<file path="src/rtl/systolic_pkg.sv">
// Shared types and helpers for the systolic stream controller: job states,
// default lane width and the row-counter width rule.
package systolic_pkg;

  typedef enum logic [1:0] {
    IDLE  = 2'd0,
    FEED  = 2'd1,
    DRAIN = 2'd2,
    DONE  = 2'd3
  } state_t;

  localparam int DEF_DATA_WIDTH = 8;

  // Counters must hold the value max_count itself, not only max_count-1.
  function automatic int cnt_width(input int max_count);
    return (max_count < 1) ? 1 : $clog2(max_count + 1);
  endfunction

endpackage

</file>
<file path="src/rtl/lane_delay.sv">
// Per-lane delay line used for X skew and Y deskew; DEPTH=0 degenerates
// to a plain wire so the last Y lane and X lane 0 add no extra cycle.
module lane_delay
  import systolic_pkg::*;
#(
  parameter int DATA_WIDTH = DEF_DATA_WIDTH,
  parameter int DEPTH      = 1
) (
  input  logic                  clk,
  input  logic                  rst,
  input  logic [DATA_WIDTH-1:0] i_d,
  output logic [DATA_WIDTH-1:0] o_d
);

  generate
    if (DEPTH == 0) begin : g_wire
      logic w_unused;
      assign w_unused = clk ^ rst;
      assign o_d      = i_d;
    end else begin : g_shift
      logic [DATA_WIDTH-1:0] r_sr [DEPTH];

      always_ff @(posedge clk or posedge rst) begin
        if (rst) begin
          for (int k = 0; k < DEPTH; k++) r_sr[k] <= '0;
        end else begin
          r_sr[0] <= i_d;
          for (int k = 1; k < DEPTH; k++) r_sr[k] <= r_sr[k-1];
        end
      end

      assign o_d = r_sr[DEPTH-1];
    end
  endgenerate

endmodule

</file>
<file path="src/rtl/systolic_stream_ctrl.sv">
// Job-level streaming controller for a weight-stationary systolic array:
// accepts M rows, skews them onto arr_x, deskews arr_y and tags aligned rows.
module systolic_stream_ctrl
  import systolic_pkg::*;
#(
  parameter int M          = 5,
  parameter int N          = 3,
  parameter int K          = 4,
  parameter int DATA_WIDTH = DEF_DATA_WIDTH,
  parameter int ARRAY_LAT  = 6
) (
  input  logic                    clk,
  input  logic                    rst,
  input  logic                    start,
  output logic                    busy,
  output logic                    done,
  input  logic                    in_valid,
  output logic                    in_ready,
  input  logic [DATA_WIDTH*N-1:0] in_data,
  output logic [DATA_WIDTH*N-1:0] arr_x,
  input  logic [DATA_WIDTH*K-1:0] arr_y,
  output logic                    out_valid,
  output logic [DATA_WIDTH*K-1:0] out_data
);

  localparam int CW = cnt_width(M);
  // One register stage ahead of the tag chain mirrors the lane-0 X register.
  localparam int L  = ARRAY_LAT + K - 1;

  state_t                  r_state;
  state_t                  w_state_n;
  logic [CW-1:0]           r_rows_in;
  logic [CW-1:0]           r_rows_out;
  logic                    w_accept;
  logic                    w_last_in;
  logic                    w_last_out;
  logic [DATA_WIDTH*N-1:0] r_x_p0;
  logic                    r_vld_p0;
  logic [L-1:0]            r_vld_sr;

  assign w_accept   = in_valid & in_ready;
  assign w_last_in  = (r_rows_in == CW'(M - 1));
  assign w_last_out = (r_rows_out == CW'(M - 1));
  assign out_valid  = r_vld_sr[L-1];

  always_ff @(posedge clk or posedge rst) begin
    if (rst) r_state <= IDLE;
    else     r_state <= w_state_n;
  end

  always_comb begin
    w_state_n = r_state;
    busy      = 1'b0;
    done      = 1'b0;
    in_ready  = 1'b0;
    case (r_state)
      IDLE: begin
        if (start) w_state_n = FEED;
      end
      FEED: begin
        busy     = 1'b1;
        in_ready = (r_rows_in < CW'(M));
        if (w_accept && w_last_in) w_state_n = DRAIN;
      end
      DRAIN: begin
        busy = 1'b1;
        if (out_valid && w_last_out) w_state_n = DONE;
      end
      DONE: begin
        done      = 1'b1;
        w_state_n = IDLE;
      end
      default: w_state_n = IDLE;
    endcase
  end

  // Job counters restart every time the controller returns to IDLE.
  always_ff @(posedge clk or posedge rst) begin
    if (rst) begin
      r_rows_in  <= '0;
      r_rows_out <= '0;
    end else if (r_state == IDLE) begin
      r_rows_in  <= '0;
      r_rows_out <= '0;
    end else begin
      if (w_accept)          r_rows_in  <= r_rows_in + CW'(1);
      if (out_valid && busy) r_rows_out <= r_rows_out + CW'(1);
    end
  end

  // ---- p0: input row register; bubbles inject zeros into the array ----
  always_ff @(posedge clk or posedge rst) begin
    if (rst) begin
      r_x_p0   <= '0;
      r_vld_p0 <= 1'b0;
    end else begin
      r_x_p0   <= w_accept ? in_data : '0;
      r_vld_p0 <= w_accept;
    end
  end

  // ---- valid tag: follows the row through array latency plus deskew ----
  always_ff @(posedge clk or posedge rst) begin
    if (rst) begin
      r_vld_sr <= '0;
    end else begin
      r_vld_sr[0] <= r_vld_p0;
      for (int k = 1; k < L; k++) r_vld_sr[k] <= r_vld_sr[k-1];
    end
  end

  // ---- X skew: lane i trails lane 0 by i cycles ----
  generate
    for (genvar gi = 0; gi < N; gi++) begin : g_xlane
      lane_delay #(
        .DATA_WIDTH (DATA_WIDTH),
        .DEPTH      (gi)
      ) u_xdly (
        .clk (clk),
        .rst (rst),
        .i_d (r_x_p0[gi*DATA_WIDTH +: DATA_WIDTH]),
        .o_d (arr_x[gi*DATA_WIDTH +: DATA_WIDTH])
      );
    end
  endgenerate

  // ---- Y deskew: early lanes wait so every lane lines up with lane K-1 ----
  generate
    for (genvar gj = 0; gj < K; gj++) begin : g_ylane
      lane_delay #(
        .DATA_WIDTH (DATA_WIDTH),
        .DEPTH      (K - 1 - gj)
      ) u_ydly (
        .clk (clk),
        .rst (rst),
        .i_d (arr_y[gj*DATA_WIDTH +: DATA_WIDTH]),
        .o_d (out_data[gj*DATA_WIDTH +: DATA_WIDTH])
      );
    end
  endgenerate

endmodule
</file>
<file path="config.mk">
export PLATFORM = sky130hd
export DESIGN_NAME = systolic_stream_ctrl
export DESIGN_NICKNAME = d
export VERILOG_FILES = /design/src/rtl/systolic_pkg.sv /design/src/rtl/lane_delay.sv /design/src/rtl/systolic_stream_ctrl.sv
export SDC_FILE = /design/constraint.sdc
export NUM_CORES = 1
export LEC_CHECK = 0
export ABC_AREA = 1
export CAP_MARGIN = 20
export CORE_ASPECT_RATIO = 1.5
export CORE_UTILIZATION = 45
export DETAILED_ROUTE_END_ITERATION = 6
export PLACE_DENSITY = 0.76
export SLEW_MARGIN = 20
export SYNTH_ARGS = -nofsm -noshare
export SYNTH_HDL_FRONTEND = slang
export SYNTH_SLANG_ARGS = --single-unit
</file>
<file path="constraint.sdc">
create_clock -name clk -period 5.07 [get_ports clk]
set_input_delay 0.7605 -clock clk [delete_from_list [all_inputs] [get_ports clk]]
set_output_delay 0.7605 -clock clk [all_outputs]
set_load 0.01 [all_outputs]
</file>
==> results of run 1 <==
-- final timing paths --
check,slack (ns),end,cells after the start,from
worst max-delay path,2.46,in_ready,4,r_state[1]
worst min-delay path,0.34,g_ylane[0].u_ydly.g_shift.r_sr[11],0,g_ylane[0].u_ydly.g_shift.r_sr[19]
max in group asynchronous,3.15,g_xlane[2].u_xdly.o_d[2],3,rst
worst min register to register,0.34,g_ylane[0].u_ydly.g_shift.r_sr[11],0,g_ylane[0].u_ydly.g_shift.r_sr[19]
min in group asynchronous,0.90,g_ylane[2].u_ydly.o_d[2],2,rst
worst max register to register,3.53,r_rows_in[2],7,r_state[1]
-- placed cells by master, fill, tap and decap left out, drive strengths merged --
cell type	synthesis	final
nand2	11	11
clkinv	2	6
dfrtp	114	114
or2	1	1
nand3	9	9
inv	34	37
clkbuf	2	17
a21oi	3	3
clkdlybuf4s50	0	103
buf	32	1
nand4	1	1
o21ai	6	6
ha	8	8
clkinvlp	0	6
nor2	27	27
and2	1	1
bufinv	0	1
-- metrics by stage --
step           hold slack, ns  power [W]  cells   util
6_report                0.344    0.00249    454  0.660
5_1_grt                 0.348    0.00262    454  0.660
4_1_cts                 0.345    0.00253    454  0.660
3_5_place_dp            0.335    0.00143    423  0.587
3_3_place_gp            0.332    0.00141    423  0.587
2_1_floorplan           0.331    0.00127    251      -
-- worst max-delay path, stage by stage (launching register included) --
cell and delay, ns:
dfrtp_1 0.41, inv_1 0.10, ha_1 0.26, and2_2 0.17
clkdlybuf4s50_1 0.52
-- area by class of cell --
type | instances | area (um2)
Sequential cell | 114 | 2850
Fill cell | 622 | 2620
Timing Repair Buffer | 104 | 1040
Clock buffer | 17 | 425
Multi-Input combinational cell | 67 | 372
Inverter | 36 | 139
Clock inverter | 14 | 133
Tap cell | 102 | 128
-- flip-flops by register name, indices dropped and copies added (netlist names) --
name and count:
r_rows_in 3, g_ylane.u_ydly.o_d 24, g_xlane.u_xdly.o_d 16, g_xlane.u_xdly.g_shift.r_sr 8
r_vld_p0 1, g_ylane.u_ydly.g_shift.r_sr 24, r_x_p0 24, r_rows_out 3
r_state 2, r_vld_sr 9
-- kinds of logic after synthesis --
family	count (synthesis)
flip-flops	114
adder cells (fa/ha/maj)	8
AND/OR/NAND/NOR	50
buffers and inverters	70
AO/OA/AOI/OAI	9
-- layer usage --
metal | routed length, um | vias to the layer above | share of wire | track usage
met5 | 0 | - | 0 | 0
met1 | 2030 | 932 | 0.36 | 0.153
li1 | - | 903 | - | -
met2 | 3130 | 80 | 0.56 | 0.257
met3 | 406 | 2 | 0.072 | 0.0760
met4 | 40 | 0 | 0.0071 | 0.0704
-- report_power, final --
group | internal (W) | switching (W)
Clock | 0.000675 | 0.000408
Sequential | 0.00102 | 0.0000409
Combinational | 0.000176 | 0.000176
-- cells in the mapped netlist --
master,instances,area share
dfrtp_1,114,0.79
inv_1,34,0.035
buf_4,32,0.066
nor2_1,26,0.027
nand2_1,11,0.011
ha_1,8,0.028
nand3_1,8,0.011
o21ai_0,5,0.0069
a21oi_1,3,0.0041
clkbuf_8,2,0.0076
and2_2,1,0.0021
clkinv_1,1,0.0010
clkinv_2,1,0.0014
nand3_4,1,0.0048
nand4_1,1,0.0017
nor2_2,1,0.0017
o21ai_2,1,0.0024
or2_2,1,0.0017
==> run_results.csv, run 1 <==
group,metric,value,unit
logic_synthesis,netlist_area,0.00363,mm2
sta,skew,0.00887,ns
routing,first_pass_iters,4,
logic_synthesis,muxShareOfSynthArea,0,
final_layout,nets,408,
logic_synthesis,syn_avg_cell_area,14.5,um2
power,power_density,490,mW/mm2
clock_tree,clock_latency,0.39,ns
routing,ant_nets,0,
routing,drt-wirelength-per-cell,12.3,um
clock_tree,cts_resized,0,
clock_tree,root_buffer,"clkbuf_16",
clock_tree,clk_pin_slew_worst_paths,0.05,ns
logic_synthesis,yosysWarnings,0,
clock_tree,post_cts_buffers,0,
clock_tree,tritoncts,"done",
grt,grt_max_degree,72,
sta,fin_ws,2.46,ns
clock_tree,hold_buffers,0,
sta,rsz0062_at_grt,"false",
min_path,hp-class,"reg2reg",
sta,setup_viol,0,
power,leakage,2.47,nW
clock_tree,htree_num_levels,4,
placement,hpwl,3.66,mm
logic_synthesis,ys_seq_area_frac,0.786,
grt,antenna_found_initial,0,
placement,dpl_cell_area,0.00453,mm2
placement,place_congestion,0.710,
logic_synthesis,synth-xor-area-share,0,
placement,io_buffers,103,
setup_path,required,4.31,ns
logic_synthesis,synth_nets,319,
routing,drc_errors,0,
sta,period_minus_slack,2.61,ns
floorplanning,fp-row-count,39,
grt,grt_overflow,0,
grt,grt_pass1_wl,9.18,mm
clock_tree,cts-buffers-inserted,17,
sta,tns,0,ns
floorplanning,die_h,112,um
placement,dp_worst_setup_slack,2.64,ns
grt,grt_pass1_vias,2052,
clock_tree,cts.path.max_buffers,2,
sta,worst_pin_slew,0.825,ns
setup_path,cp_data_arrival_time,1.85,ns
final_layout,finalInstanceArea,0.00509,mm2
setup_path,cp_max_fo,4,
final_layout,diodes,0,
logic_synthesis,synth.distinct_cells,18,
sta,slew_headroom,0.450,
floorplanning,core,0.00771,mm2
floorplanning,ioPinCount,120,
final_layout,area_growth,40.2,%
routing,vias_per_cell,4.22,
logic_synthesis,ys_ff_latch,114,
setup_path,end_kind,"output pin",
logic_synthesis,synth_simple_gate_area_share,0.0614,
run,drv_cap,0,
logic_synthesis,synth-adder-area-share,0.0276,
logic_synthesis,synth-compound-area-share,0.0134,
routing,drt_iter0_drc,62,
sta,finalCritPeriodShare,0.516,
clock_tree,clock_sinks,114,
routing,routed_wl,5.60,mm
routing,vias,1917,
setup_path,critPathLaunchType,"flip-flop",
sta,slew_viol_final,0,
logic_synthesis,syn_inst,251,
sta,hold_violations,0,
floorplanning,die-area,0.00843,mm2
floorplanning,start_util,0.471,
power,vdd_drop_max,0.000309,V
floorplanning,chipWidth,75.3,um
final_layout,drive_gt1_frac,0.111,
grt,grt_usage,0.153,
status,outcome,"finished, final reports clean",
logic_synthesis,synth_top_family_by_area,"buffers and inverters",
sta,timing.fmax,382,MHz
setup_path,critPathKind,"reg2out",
Note: power is estimated with default switching activity, not from simulation.
==> run 2: changes to the inputs <==
--- a/config.mk
+++ b/config.mk
@@ -8,9 +8,9 @@
 export ABC_AREA = 1
 export CAP_MARGIN = 20
 export CORE_ASPECT_RATIO = 1.5
-export CORE_UTILIZATION = 45
+export CORE_UTILIZATION = 41
 export DETAILED_ROUTE_END_ITERATION = 6
-export PLACE_DENSITY = 0.76
+export PLACE_DENSITY = 0.73
 export SLEW_MARGIN = 20
 export SYNTH_ARGS = -nofsm -noshare
 export SYNTH_HDL_FRONTEND = slang
==> constraint.sdc (replaced) <==
create_clock -name clk -period 2.36 [get_ports clk]
set_input_delay 0.354 -clock clk [delete_from_list [all_inputs] [get_ports clk]]
set_output_delay 0.354 -clock clk [all_outputs]
set_load 0.01 [all_outputs]
==> run 2 against run 1 <==
Effect of this change: via count decreased by 1.2%; sequential cell count unchanged; routed wire length decreased by 7.9%; largest power group unchanged; hold slack got worse by 0.00096 ns; clock power increased by 130%.
==> run_results.csv, run 2 (synthesized netlist as in run 1, its figures left out) <==
group,metric,value,unit
status,outcome,"finished, final reports clean",
setup_path,rr_endpoint,"r_rows_in[2]",
setup_path,path_cells,"inv_1 -> ha_1 -> and2_2 -> clkdlybuf4s50_1",
routing,vias_per_cell,4.12,
grt,grt_overflow,0,
min_path,min_path_cells,0,
floorplanning,fp-row-count,41,
power,vdd_drop_max,0.000584,V
routing,highest_layer,"met4",
final_layout,nets,408,
sta,timing.hold.ws,0.343,ns
setup_path,cp_max_fo,4,
placement,io_buffers,103,
clock_tree,post_cts_buffers,0,
setup_path,cp_data_arrival_time,1.83,ns
sta,worst_pin_slew,0.553,ns
floorplanning,die_h,117,um
clock_tree,tritoncts,"done",
sta,period_minus_slack,2.18,ns
final_layout,layout_common_cells,"114 x dfrtp_1, 103 x clkdlybuf4s50_1, 33 x inv_1",
placement,dpl_cell_area,0.00455,mm2
sta,tns,0,ns
setup_path,slowest_stage,"clkdlybuf4s50_1",
routing,met3WireLength,445,um
grt,grt_pass1_vias,1909,
setup_path,critPathLaunchType,"flip-flop",
sta,hold_violations,0,
floorplanning,die-area,0.00924,mm2
placement,hpwl,3.42,mm
routing,wirelength_met1,1.93,mm
clock_tree,clock_latency,0.39,ns
sta,timing.fmax,459,MHz
final_layout,fillers,704,
min_path,hp-class,"reg2reg",
grt,antenna_found_initial,0,
setup_path,r2r_cells,7,
routing,drt-wirelength-per-cell,11.2,um
final_layout,fin_cells,460,
grt,grt_max_degree,115,
clock_tree,clk_pin_slew_worst_paths,0.05,ns
final_layout,final_common_cell,"dfrtp_1",
final_layout,finalInstanceArea,0.00514,mm2
min_path,hold_end,"g_xlane[1].u_xdly.o_d[5]",
setup_path,max_stage_delay,0.52,ns
run,drv_cap,0,
min_path,min-delay-start,"r_x_p0[13]",
routing,vias,1894,
placement,dp.cells,428,
placement,place_congestion,0.688,
routing,drt_iter0_drc,76,
routing,ant_nets,0,
clock_tree,root_buffer,"clkbuf_16",
clock_tree,hold_buffers,0,
floorplanning,chipWidth,78.8,um
power,leakage,2.50,nW
setup_path,critPathBufInv,2,
final_layout,diodes,0,
final_layout,finish.utilization,0.604,
clock_tree,cts-buffers-inserted,17,
clock_tree,cts.path.max_buffers,2,
clock_tree,cts_resized,0,
floorplanning,core,0.00852,mm2
floorplanning,start_util,0.426,
setup_path,timing.rr.start,"r_state[1]",
setup_path,r2r_setup_slack,0.85,ns
grt,grt_usage,0.123,
clock_tree,htree_num_levels,4,
clock_tree,clock_sinks,114,
routing,routed_wl,5.16,mm
routing,first_pass_iters,4,
sta,finalCritPeriodShare,0.924,
final_layout,multiInputGateArea,372,um2
final_layout,drive_gt1_frac,0.108,
final_layout,regArea,0.00285,mm2
routing,wl_met2,2.68,mm
sta,slew_viol_final,0,
floorplanning,ioPinCount,120,
power,power_density,1060,mW/mm2
final_layout,area_growth,41.7,%
sta,slew_headroom,0.631,
setup_path,critPathKind,"reg2out",
sta,rsz0062_at_grt,"false",
setup_path,cp_top_family,"buffers and inverters",
setup_path,end_kind,"output pin",
grt,grt_pass1_wl,8.28,mm
sta,skew,0.00764,ns
setup_path,required,2.01,ns
sta,setup_viol,0,
routing,drc_errors,0,
[run 2: cell types whose count changed in the layout (fill, tap and decap cells not counted)]
cell / delta
clkbuf_8: +4
clkbuf_1: +2
clkinv_4: -2
inv_4: -1
buf_12: +1
clkinv_2: +3
bufinv_16: +1
inv_6: -3
buf_4: -1
clkinvlp_4: -3
[run 2: final cells by class]
class                   instances  area share
clock buffers                  23      0.0949
clock inverters                 9      0.0202
inverters                      36      0.0273
multi-input cells              67      0.0723
flip-flops and latches        114       0.555
well taps                     107      0.0260
repair buffers                104       0.204
[run 2: per-stage QoR]
stage | total power [W] | setup WS [ns]
final | 0.00547 | 0.180
after global routing | 0.00573 | 0.0755
after CTS | 0.00554 | 0.148
after detailed placement | 0.00307 | 0.573
after global placement | 0.00303 | 0.603
after floorplan | 0.00274 | 0.621
[run 2: worst max-delay path by stage]
| stage | depth (start not counted) | start | end | slack, ns |
|---|---|---|---|---|
| final | 4 | r_state[1] | in_ready | 0.18 |
| after global routing | 4 | r_state[1] | in_ready | 0.08 |
| after CTS | 4 | r_state[1] | in_ready | 0.15 |
| after detailed placement | 4 | r_state[1] | in_ready | 0.57 |
| after global placement | 4 | r_state[1] | in_ready | 0.60 |
| after floorplan | 1 | rst | g_xlane[1].u_xdly.o_d[0] | 0.62 |
[run 2: power by group]
part           leakage, nW  internal (W)  switching (W)
combinational        0.754      0.000382       0.000370
sequential            1.46       0.00219      0.0000844
clock                0.289       0.00166       0.000783
total                 2.50       0.00423        0.00124
[run 2: metal layers]
| layer | up-vias | GRT usage |
|---|---|---|
| li1 | 901 | - |
| met1 | 908 | 0.128 |
| met2 | 73 | 0.194 |
| met3 | 12 | 0.0690 |
| met4 | 0 | 0.0776 |
| met5 | - | 0 |
==> run 3: changes to the inputs <==
--- a/config.mk
+++ b/config.mk
@@ -9,6 +9,7 @@
 export CAP_MARGIN = 20
 export CORE_ASPECT_RATIO = 1.5
 export CORE_UTILIZATION = 41
+export CTS_CLUSTER_DIAMETER = 150
 export DETAILED_ROUTE_END_ITERATION = 6
 export PLACE_DENSITY = 0.73
 export SLEW_MARGIN = 20
==> results of run 3 <==
Final layout, timing and power as in run 2 (identical DEF).
